==> src/rtl/fb_pipestage.sv <==
// Pipeline-stage register with valid/ready handshake and a one-entry skid buffer.
// The ready signal is decoded only from registered state, so there is no combinational path from out_ready.
module fb_pipestage #(
  parameter int DATA_W = 96,
  parameter int CTRL_W = 16
) (
  input  logic              clk,
  input  logic              rst,
  input  logic              flush,
  input  logic              in_valid,
  output logic              in_ready,
  input  logic [CTRL_W-1:0] in_ctrl,
  input  logic [DATA_W-1:0] in_data,
  output logic              out_valid,
  input  logic              out_ready,
  output logic [CTRL_W-1:0] out_ctrl,
  output logic [DATA_W-1:0] out_data,
  output logic [1:0]        occupancy
);

  typedef enum logic [1:0] {
    S_EMPTY = 2'd0,
    S_ONE   = 2'd1,
    S_FULL  = 2'd2
  } state_t;

  state_t r_state;
  state_t w_state_next;

  logic [CTRL_W-1:0] r_main_ctrl;
  logic [DATA_W-1:0] r_main_data;
  logic [CTRL_W-1:0] r_skid_ctrl;
  logic [DATA_W-1:0] r_skid_data;

  logic w_main_v;
  logic w_skid_v;
  logic w_accept;
  logic w_release;
  logic w_load_main_in;
  logic w_load_main_skid;
  logic w_load_skid;
  logic w_clr_main;

  assign w_accept  = in_valid & in_ready;
  assign w_release = out_valid & out_ready;

  always_ff @(posedge clk or negedge rst) begin
    if (!rst) begin
      r_state <= S_EMPTY;
    end else begin
      r_state <= w_state_next;
    end
  end

  // flush overrides every handshake; a beat accepted alongside it is discarded
  always_comb begin
    w_state_next = r_state;
    case (r_state)
      S_EMPTY: if (w_accept) w_state_next = S_ONE;
      S_ONE: begin
        if (w_accept && !w_release)      w_state_next = S_FULL;
        else if (!w_accept && w_release) w_state_next = S_EMPTY;
      end
      S_FULL:  if (w_release) w_state_next = S_ONE;
      default: w_state_next = S_EMPTY;
    endcase
    if (flush) w_state_next = S_EMPTY;
  end

  always_comb begin
    w_main_v         = (r_state == S_ONE) || (r_state == S_FULL);
    w_skid_v         = (r_state == S_FULL);
    in_ready         = !w_skid_v;
    out_valid        = w_main_v;
    out_ctrl         = r_main_ctrl;
    out_data         = r_main_data;
    occupancy        = {1'b0, w_main_v} + {1'b0, w_skid_v};
    w_load_main_in   = w_accept && ((r_state == S_EMPTY) || ((r_state == S_ONE) && w_release));
    w_load_skid      = w_accept && (r_state == S_ONE) && !w_release;
    w_load_main_skid = (r_state == S_FULL) && w_release;
    w_clr_main       = (r_state == S_ONE) && w_release && !w_accept;
  end

  // ctrl is zeroed on every transition that invalidates its entry
  always_ff @(posedge clk or negedge rst) begin
    if (!rst) begin
      r_main_ctrl <= '0;
      r_main_data <= '0;
      r_skid_ctrl <= '0;
      r_skid_data <= '0;
    end else if (flush) begin
      r_main_ctrl <= '0;
      r_skid_ctrl <= '0;
    end else begin
      if (w_load_main_in) begin
        r_main_ctrl <= in_ctrl;
        r_main_data <= in_data;
      end else if (w_load_main_skid) begin
        r_main_ctrl <= r_skid_ctrl;
        r_main_data <= r_skid_data;
      end else if (w_clr_main) begin
        r_main_ctrl <= '0;
      end
      if (w_load_skid) begin
        r_skid_ctrl <= in_ctrl;
        r_skid_data <= in_data;
      end else if (w_load_main_skid) begin
        r_skid_ctrl <= '0;
      end
    end
  end

endmodule

==> config.mk <==
export PLATFORM = sky130hd
export DESIGN_NAME = fb_pipestage
export DESIGN_NICKNAME = d
export VERILOG_FILES = /design/src/rtl/fb_pipestage.sv
export SDC_FILE = /design/constraint.sdc
export NUM_CORES = 1
export LEC_CHECK = 0
export ABC_AREA = 1
export BUFFER_PORTS_ARGS = -buffer_cell sky130_fd_sc_hd__buf_2
export CORE_ASPECT_RATIO = 2
export CORE_UTILIZATION = 45
export DETAILED_ROUTE_END_ITERATION = 12
export GPL_ROUTABILITY_DRIVEN = 0
export PLACE_DENSITY_LB_ADDON = 0.05
export SYNTH_ARGS = -nofsm -noshare
export SYNTH_HDL_FRONTEND = slang
export SYNTH_SLANG_ARGS = --single-unit
==> constraint.sdc <==
create_clock -name clk -period 4.06 [get_ports clk]
set_clock_uncertainty 0.05 [all_clocks]
set_input_delay 0.406 -clock clk [delete_from_list [all_inputs] [get_ports clk]]
set_output_delay 0.406 -clock clk [all_outputs]
set_load 0.02 [all_outputs]
==> reports/results.tsv, run 1 <==
metric	value	unit
drtPass1Iterations	5	
numPortBuffers	232	
placed_area	11500	µm²
path_buf_inv	3	
cap_violations	0	
vdd_drop_max	469	µV
grt_max_degree	108	
vias	9072	
path_max_fanout	96	
die_h	215	µm
yosysTopAreaCellShare	55.2	%
post_cts_buffers	0	
post-route-period-util	80.0	%
drt_iter0_drc	391	
cts-buffers-inserted	21	
core_region_area	22300	µm²
drt-total-wl	27.8	mm
drc	0	
holdPathEnd	r_skid_data[95]	
syn_nets	1470	
slew_viol_final	0	
ant_nets	0	
grt-ovfl-total	0	
crit_top_cell	nand2_1	
path_cells	inv_1, ha_1, inv_2, nand2_1, clkinv_2, nand2_4, nand2_1, nand2_4, nand2_1, nand2_1	
endpoint_kind	flop	
start_util	46.0	%
final_layout_size_suffix_gt1_share	18.4	%
setup_violations	0	
die-width	109	µm
crit_slowest_cell	nand2_4	
vias_per_cell	4.98	
fin_crit	3250	ps
cts_tree	built	
pin_count	233	
setup-tns-final	0	ps
power	0.00905	W
r2r-end	out_data[30]	
synthesis.area	10200	µm²
avgSynthCellArea	7.61	µm²
wl_per_cell	15.3	µm
final_area	12200	µm²
rows	77	
finalHoldViolCount	0	
yosys_warnings	0	
cts_sinks	226	
hold_path.class	in -> reg	
r2r-start	r_state[0]	
outcome	finished clean	
crit_family	simple AND/OR/NAND/NOR gates	
tightest_slew	1140	ps
yosysTopAreaCell	dfrtp_1	
pwr_density_cell	740	nW/µm²
layout.nets	1651	
insertion_delay	500	ps
fmax	308	MHz
antenna_found_initial	3	
grt_pass1_wl	46.0	mm
reg2reg_depth	10	
die_area	23400	µm²
grt_util_met2	43.1	%
area_growth	19.3	%
hp-start	in_data[95]	
path_clk_slew	70	ps
busiest_layer	met2	
cts_root_buf	clkbuf_16	
synth_seq_cells	226	
hold_depth	3	
rrSetupSlack	810	ps
yosysSeqAreaShare	55.2	%
crit_type	reg -> reg	
ctsLongestPathBuffers	3	
synth_cell_types	20	
nFillCells	2206	
worstPathRequired	4440	ps
grt.total_usage	24.8	%
synth_cells	1347	
start_kind	flop	
grtUsageMet3	4.29	%
ys_top_cells_by_area	dfrtp_1 (55%), nand2_1 (30%), nand3_1 (5.8%)	
cp.arrival	3630	ps
rsz0062_at_grt	false	
p_leak	7.18	nW
h-tree-depth	1	
relSlewSlack	23.9	%
dpl.hpwl	17.0	mm
path_depth	10	
grt_pass1_vias	9025	
critPathMaxStageDelay	850	ps
use_met1	29.8	%
-- tightest hold or removal path, delay by kind of cell --
family | cells | cell delay (ps)
buffers and inverters | 1 | 90
and+or+nand+nor | 2 | 80
-- state kept, by name, summed over array words and instances (netlist names) --
register and count:
out_data 96, r_state 2, r_skid_data 96, out_ctrl 16, r_skid_ctrl 16
-- where the power goes --
part / total, W / internal [W] / switching [W] / leakage (nW)
clock network: 0.00204 / 0.00120 / 0.000839 / 0.344
logic: 0.00329 / 0.00109 / 0.00220 / 3.95
registers: 0.00373 / 0.00319 / 0.000533 / 2.89
total: 0.00905 / 0.00548 / 0.00357 / 7.18
-- cell usage after synthesis --
cell type,n
nand2_1,828
dfrtp_1,226
nand3_1,118
clkbuf_1,41
buf_2,32
o21ai_0,27
inv_1,20
nand4_1,15
ha_1,6
nor2_1,6
buf_1,5
buf_4,5
o21ai_1,5
inv_2,4
a21oi_1,2
buf_6,2
nand2_2,2
a21oi_4,1
nand4_2,1
or2_2,1
-- cells in the final DEF, fill, tap and decap left out --
cell / instances
nand2_1: 827
buf_2: 231
dfrtp_1: 226
nand3_1: 118
o21ai_0: 27
clkbuf_16: 21
inv_1: 20
nand4_1: 15
buf_4: 7
clkinv_2: 6
nor2_1: 6
ha_1: 6
o21ai_1: 5
clkbuf_1: 5
diode_2: 3
nand2_4: 3
bufinv_16: 3
clkbuf_8: 3
buf_12: 3
inv_2: 2
a21oi_1: 2
a21oi_4: 1
nand4_4: 1
or2_2: 1
dlygate4sd3_1: 1
buf_8: 1
-- cell type report --
cell class | count | area, µm² | area share [%]
diodes | 3 | 7.51 | 0.0614
clock buffers | 29 | 586 | 4.79
clock inverters | 7 | 110 | 0.901
inverters | 24 | 92.6 | 0.757
multi-input cells | 1012 | 4130 | 33.8
flip-flops and latches | 226 | 5660 | 46.3
well taps | 276 | 345 | 2.82
repair buffers | 243 | 1290 | 10.6
-- how the worst max path moves through the flow --
stage / startpoint / end
2_1_floorplan: r_state[0] / out_data[57]
3_3_place_gp: r_state[0] / out_data[72]
3_5_place_dp: r_state[0] / out_data[30]
4_1_cts: r_state[0] / out_data[30]
5_1_grt: r_state[0] / out_data[51]
6_report: r_state[0] / out_data[30]
-- logic make-up (layout without fill, tap and decap cells) --
| family | Yosys count | in the layout | share of synthesized area [%] |
|---|---|---|---|
| and+or+nand+nor | 971 | 971 | 37.5 |
| AOI/OAI and AO/OA | 35 | 35 | 1.82 |
| adders and majority gates | 6 | 6 | 0.733 |
| buffers and inverters | 109 | 303 | 4.71 |
| DFF | 226 | 226 | 55.2 |
| other | 0 | 3 | 0 |
-- per-stage QoR --
step | worst slack [ps] | hold WS, ps | cells | util [%]
global placement | 844 | 409 | 1780 | 51.7
floorplan | 2000 | 60.4 | 1347 | -
finish | 812 | 61.0 | 1820 | 54.9
CTS | 739 | 39.2 | 1817 | 54.9
detailed placement | 750 | 409 | 1780 | 51.7
global route | 444 | 49.2 | 1818 | 54.9
-- routing by layer --
metal / wire [µm] / share of wire (%)
met1: 11400 / 41
met2: 14000 / 50
met3: 1460 / 5.3
met4: 920 / 3.3
met5: 0 / 0
-- what timing repair did --
action | 4_1_cts | 5_1_grt
resized for setup | 0 | 0
hold endpoints to repair | 105 | 0
hold buffers | 1 | 0
No activity file was read; power rests on OpenSTA's default activity.
==> inputs of run 2 (changes only) <==
==> constraint.sdc (replaced) <==
create_clock -name clk -period 2.6 [get_ports clk]
set_clock_uncertainty 0.05 [all_clocks]
set_input_delay 0.26 -clock clk [delete_from_list [all_inputs] [get_ports clk]]
set_output_delay 0.26 -clock clk [all_outputs]
set_load 0.02 [all_outputs]
==> run 2 against run 1 <==
Against the previous run: power rose by 59%; cell area rose by 10%; non-clock buffer count rose by 122; sequential share of layout area fell by 4.4 points; critical endpoint is now r_skid_ctrl[5]; register-to-register slack got worse by 460 ps; combinational power rose by 64%; die area did not move; fmax rose by 44%; worst setup slack got worse by 460 ps; worst hold slack got worse by 20 ps; via count rose by 5.9%; cell count rose by 6.6%.
==> reports/results.tsv, run 2 (synthesis gave the netlist of run 1 again) <==
metric	value	unit
numPortBuffers	232	
final_common_cell	nand2_1	
ant_nets	0	
dpl.hpwl	17.4	mm
outcome	finished clean	
met1_length	11.6	mm
wl_met3	1.58	mm
drt-total-wl	29.1	mm
drtPass1Iterations	5	
start_kind	flop	
layout.nets	1773	
core_region_area	22300	µm²
drt_iter0_drc	592	
vias	9610	
pwr_density_cell	1070	nW/µm²
final_layout_size_suffix_gt1_share	17.7	%
wl_met2	15.2	mm
final_area	13500	µm²
cap_violations	0	
crit_type	reg -> reg	
cts_tree	built	
h-tree-depth	1	
slew_viol_final	0	
grt.total_usage	25.5	%
grt_pass1_wl	47.5	mm
die_h	215	µm
placed_area	11700	µm²
post-route-period-util	86.6	%
path_max_fanout	30	
rsz0062_at_grt	false	
vdd_drop_max	778	µV
antenna_found_initial	2	
nFillCells	2044	
cts_sinks	226	
setup-tns-final	0	ps
die_area	23400	µm²
path_clk_slew	70	ps
start_util	46.0	%
wl_per_cell	15.0	µm
fmax	444	MHz
grt_pass1_vias	9395	
ctsLongestPathBuffers	3	
area_growth	31.8	%
grt_max_degree	113	
vias_per_cell	4.95	
rows	77	
worstPathRequired	2920	ps
pin_count	233	
fin_crit	2250	ps
cts_root_buf	clkbuf_16	
relSlewSlack	51.6	%
p_leak	7.72	nW
finalHoldViolCount	0	
post_cts_buffers	0	
tightest_slew	725	ps
die-width	109	µm
endpoint_kind	flop	
cts-buffers-inserted	21	
highest_layer	met4	
grt-ovfl-total	0	
cp.arrival	2570	ps
drc	0	
hold_path.class	in -> reg	
layout_common_cells	nand2_1 (827), buf_2 (231), dfrtp_1 (226)	
setup_violations	0	
insertion_delay	500	ps
-- run 2: report_power, final --
| group | switching (W) | internal, W | total [W] |
|---|---|---|---|
| Sequential | 0.000810 | 0.00499 | 0.00580 |
| Combinational | 0.00350 | 0.00188 | 0.00538 |
| Clock | 0.00134 | 0.00187 | 0.00321 |
-- run 2: repair_timing --
action / in CTS / in global routing
gates resized for setup: 0 / 2
hold buffers: 113 / 0
endpoints found under the setup margin: 0 / 27
endpoints found under the hold margin: 171 / 0
-- run 2: layout make-up --
cell class	count	area, µm²	share of cell area (%)
inverter	24	92.6	0.686
antenna	2	5.00	0.0371
multi-input combinational	1012	4140	30.7
timing repair buffer	365	2560	19.0
clock buffer	30	589	4.36
tap	276	345	2.56
sequential	226	5660	41.9
clock inverter	6	108	0.797
-- run 2: per-layer routing --
| metal | track usage, % | vias up |
|---|---|---|
| met3 | 3.47 | 42 |
| met4 | 8.56 | 0 |
| li1 | - | 4762 |
| met1 | 30.6 | 4502 |
| met5 | 0 | - |
| met2 | 45.9 | 304 |
-- run 2: path summary, 6_finish.rpt --
kind,start,slack [ps],cells after the start,end
worst max register to register,r_state[0],350,9,r_skid_ctrl[5]
min in group asynchronous,rst,250,2,r_skid_data[57]
max in group asynchronous,rst,1440,3,out_data[66]
worst max-delay path,r_state[0],350,9,r_skid_ctrl[5]
worst min register to register,out_data[45],420,2,out_data[45]
worst min-delay path,flush,40,4,r_state[0]
-- run 2: metrics by stage --
| step | power, W | hold slack, ps | cells | util [%] | setup WS, ps |
|---|---|---|---|---|---|
| after global routing | 0.0154 | 40.6 | 1940 | 60.7 | 160 |
| after detailed placement | 0.0111 | 202 | 1790 | 52.4 | 87.9 |
| after floorplan | 0.00929 | -85.6 | 1347 | - | 540 |
| after global placement | 0.0110 | 203 | 1790 | 52.4 | 211 |
| after CTS | 0.0145 | 21.7 | 1939 | 60.6 | 79.2 |
| final | 0.0144 | 41.3 | 1941 | 60.7 | 348 |
-- run 2: worst max-delay path, cell delays in order (launching register included) --
cell      delay (ps)
dfrtp_1          410
inv_1            110
ha_1             250
inv_2             80
nand2_1           90
clkinv_2         130
buf_4            340
nand3_2          380
nand4_1          180
o21ai_0          110
==> inputs of run 3 (changes only) <==
--- a/config.mk
+++ b/config.mk
@@ -11,6 +11,7 @@
 export CORE_UTILIZATION = 45
 export DETAILED_ROUTE_END_ITERATION = 12
 export GPL_ROUTABILITY_DRIVEN = 0
+export GPL_TIMING_DRIVEN = 0
 export PLACE_DENSITY_LB_ADDON = 0.05
 export SYNTH_ARGS = -nofsm -noshare
 export SYNTH_HDL_FRONTEND = slang
==> run 3 against run 2 <==
Against the previous run: first-iteration DRC count fell by 13%; non-clock buffer count rose by 61; cell count is 3.2% higher; count of clock-buffer cells in the layout grew 6; via count rose by 2.4%; clock power increased by 3%; sequential share of layout area shrank 0.46 points; sequential power is essentially flat; power rose by 1.1%; global-route usage is 0.85 points higher; sequential cell count is the same; die area did not move.
==> reports/results.tsv, run 3 (synthesis gave the netlist of run 1 again) <==
metric	value	unit
hold_path.class	in -> reg	
drc	0	
antenna_found_initial	2	
rows	77	
drt-total-wl	29.7	mm
pin_count	233	
hold_ws	8.48	ps
power	0.0145	W
rsz0062_at_grt	false	
worstPathRequired	3000	ps
tightest_slew	573	ps
instances_no_fill	2003	
h-tree-depth	1	
path_cells	inv_1, ha_1, nand3_1, nand2_4, nand2_2, a21oi_4, clkbuf_1, nand2_1, nand2_1	
drtPass1Iterations	5	
path_max_fanout	10	
grt_pass1_vias	9903	
start_util	46.0	%
layout_common_cells	nand2_1 (827), buf_2 (262), dfrtp_1 (226)	
setup-tns-final	0	ps
final_layout_size_suffix_gt1_share	18.6	%
core_region_area	22300	µm²
ant_nets	0	
die_h	215	µm
placed_area	11800	µm²
p_leak	7.82	nW
cts-buffers-inserted	22	
path_buf_inv	2	
grt_max_degree	98	
setup_violations	0	
outcome	finished clean	
dpl.hpwl	20.5	mm
crit_top_cell	nand2_1	
numPortBuffers	232	
cap_violations	0	
grt-ovfl-total	0	
grt.total_usage	26.4	%
wl_per_cell	14.8	µm
relSlewSlack	61.7	%
crit_family	simple AND/OR/NAND/NOR gates	
cts_tree	built	
fmax	414	MHz
vias	9842	
final_common_cell	nand2_1	
path_clk_slew	70	ps
fin_crit	2420	ps
vias_per_cell	4.91	
crit_slowest_cell	dfrtp_1	
endpoint_kind	flop	
num_antenna_cells	0	
die-width	109	µm
pwr_density_cell	1070	nW/µm²
drt_iter0_drc	516	
area_growth	33.2	%
ctsLongestPathBuffers	3	
cts_sinks	226	
finalHoldViolCount	0	
final_area	13700	µm²
vdd_drop_max	744	µV
die_area	23400	µm²
cts_root_buf	clkbuf_16	
cp.arrival	2820	ps
crit_type	reg -> reg	
slew_viol_final	0	
critPathMaxStageDelay	430	ps
start_kind	flop	
dp.cells	1857	
post-route-period-util	92.9	%
insertion_delay	520	ps
grt_pass1_wl	49.0	mm
layout.nets	1835	
run 3: changes by cell type in the layout (fill, tap and decap cells not counted), moves of 5 or more:
cell / previous run / this run
clkbuf_1: 6 / 40
buf_2: 231 / 262
buf_12: 9 / 0
buf_1: 0 / 6
dlygate4sd3_1: 113 / 107
buf_4: 11 / 6
clkbuf_2: 0 / 5
clkbuf_8: 3 / 8
run 3: worst paths after layout:
kind	start	end	slack, ps	cells after the start
max	r_state[0]	out_data[4]	180	9
min	in_ctrl[1]	r_skid_ctrl[1]	8	3
max reg2reg	r_state[0]	out_data[4]	180	9
min reg2reg	out_data[54]	out_data[54]	420	2
max in group asynchronous	rst	out_data[23]	1090	4
min in group asynchronous	rst	out_data[63]	190	2
run 3: stage by stage:
step,utilization (%),setup WS [ps]
floorplan,-,540
global placement,52.8,-2910
detailed placement,53.1,17.1
CTS,61.3,80.6
global route,61.3,0.0717
finish,61.3,184
run 3: timing repair:
action | in CTS | in global routing
setup endpoints to repair | 6 | 147
gates resized for setup | 1 | 14
pin swaps | 0 | 0
setup buffers | 0 | 0
hold buffers | 107 | 0
endpoints found under the hold margin | 153 | 0
run 3: per-layer routing:
layer | routed length (µm) | part of all wire [%] | GRT usage (%) | up-vias
met5 | 10 | 0.034 | 0 | -
met4 | 1020 | 3.4 | 10.0 | 2
met3 | 1400 | 4.7 | 3.78 | 66
met2 | 15900 | 53 | 49.3 | 295
met1 | 11400 | 38 | 29.2 | 4581
li1 | - | - | - | 4898
run 3: area by class of cell:
class                      instances  area (µm²)
tap                              276         345
timing repair buffer             341        2300
inverter                          24        92.6
sequential                       226        5660
multi-input combinational       1012        4120
fill                            2036        8600
clock buffer                      36         704
clock inverter                     3        40.0
buffer                            85         402
run 3: report_power, final:
| part | leakage [nW] | internal [W] | switching, W |
|---|---|---|---|
| Clock | 0.369 | 0.00194 | 0.00138 |
| Combinational | 4.56 | 0.00191 | 0.00353 |
| Sequential | 2.89 | 0.00499 | 0.000793 |
run 3: worst reg2reg max path, delay by kind of cell (launching register included):
family          cells  cell delay (ps)
compound gates      1              270
flops               1              430
simple gates        5              730
buf+inv             2              530
fa+ha+maj           1              350
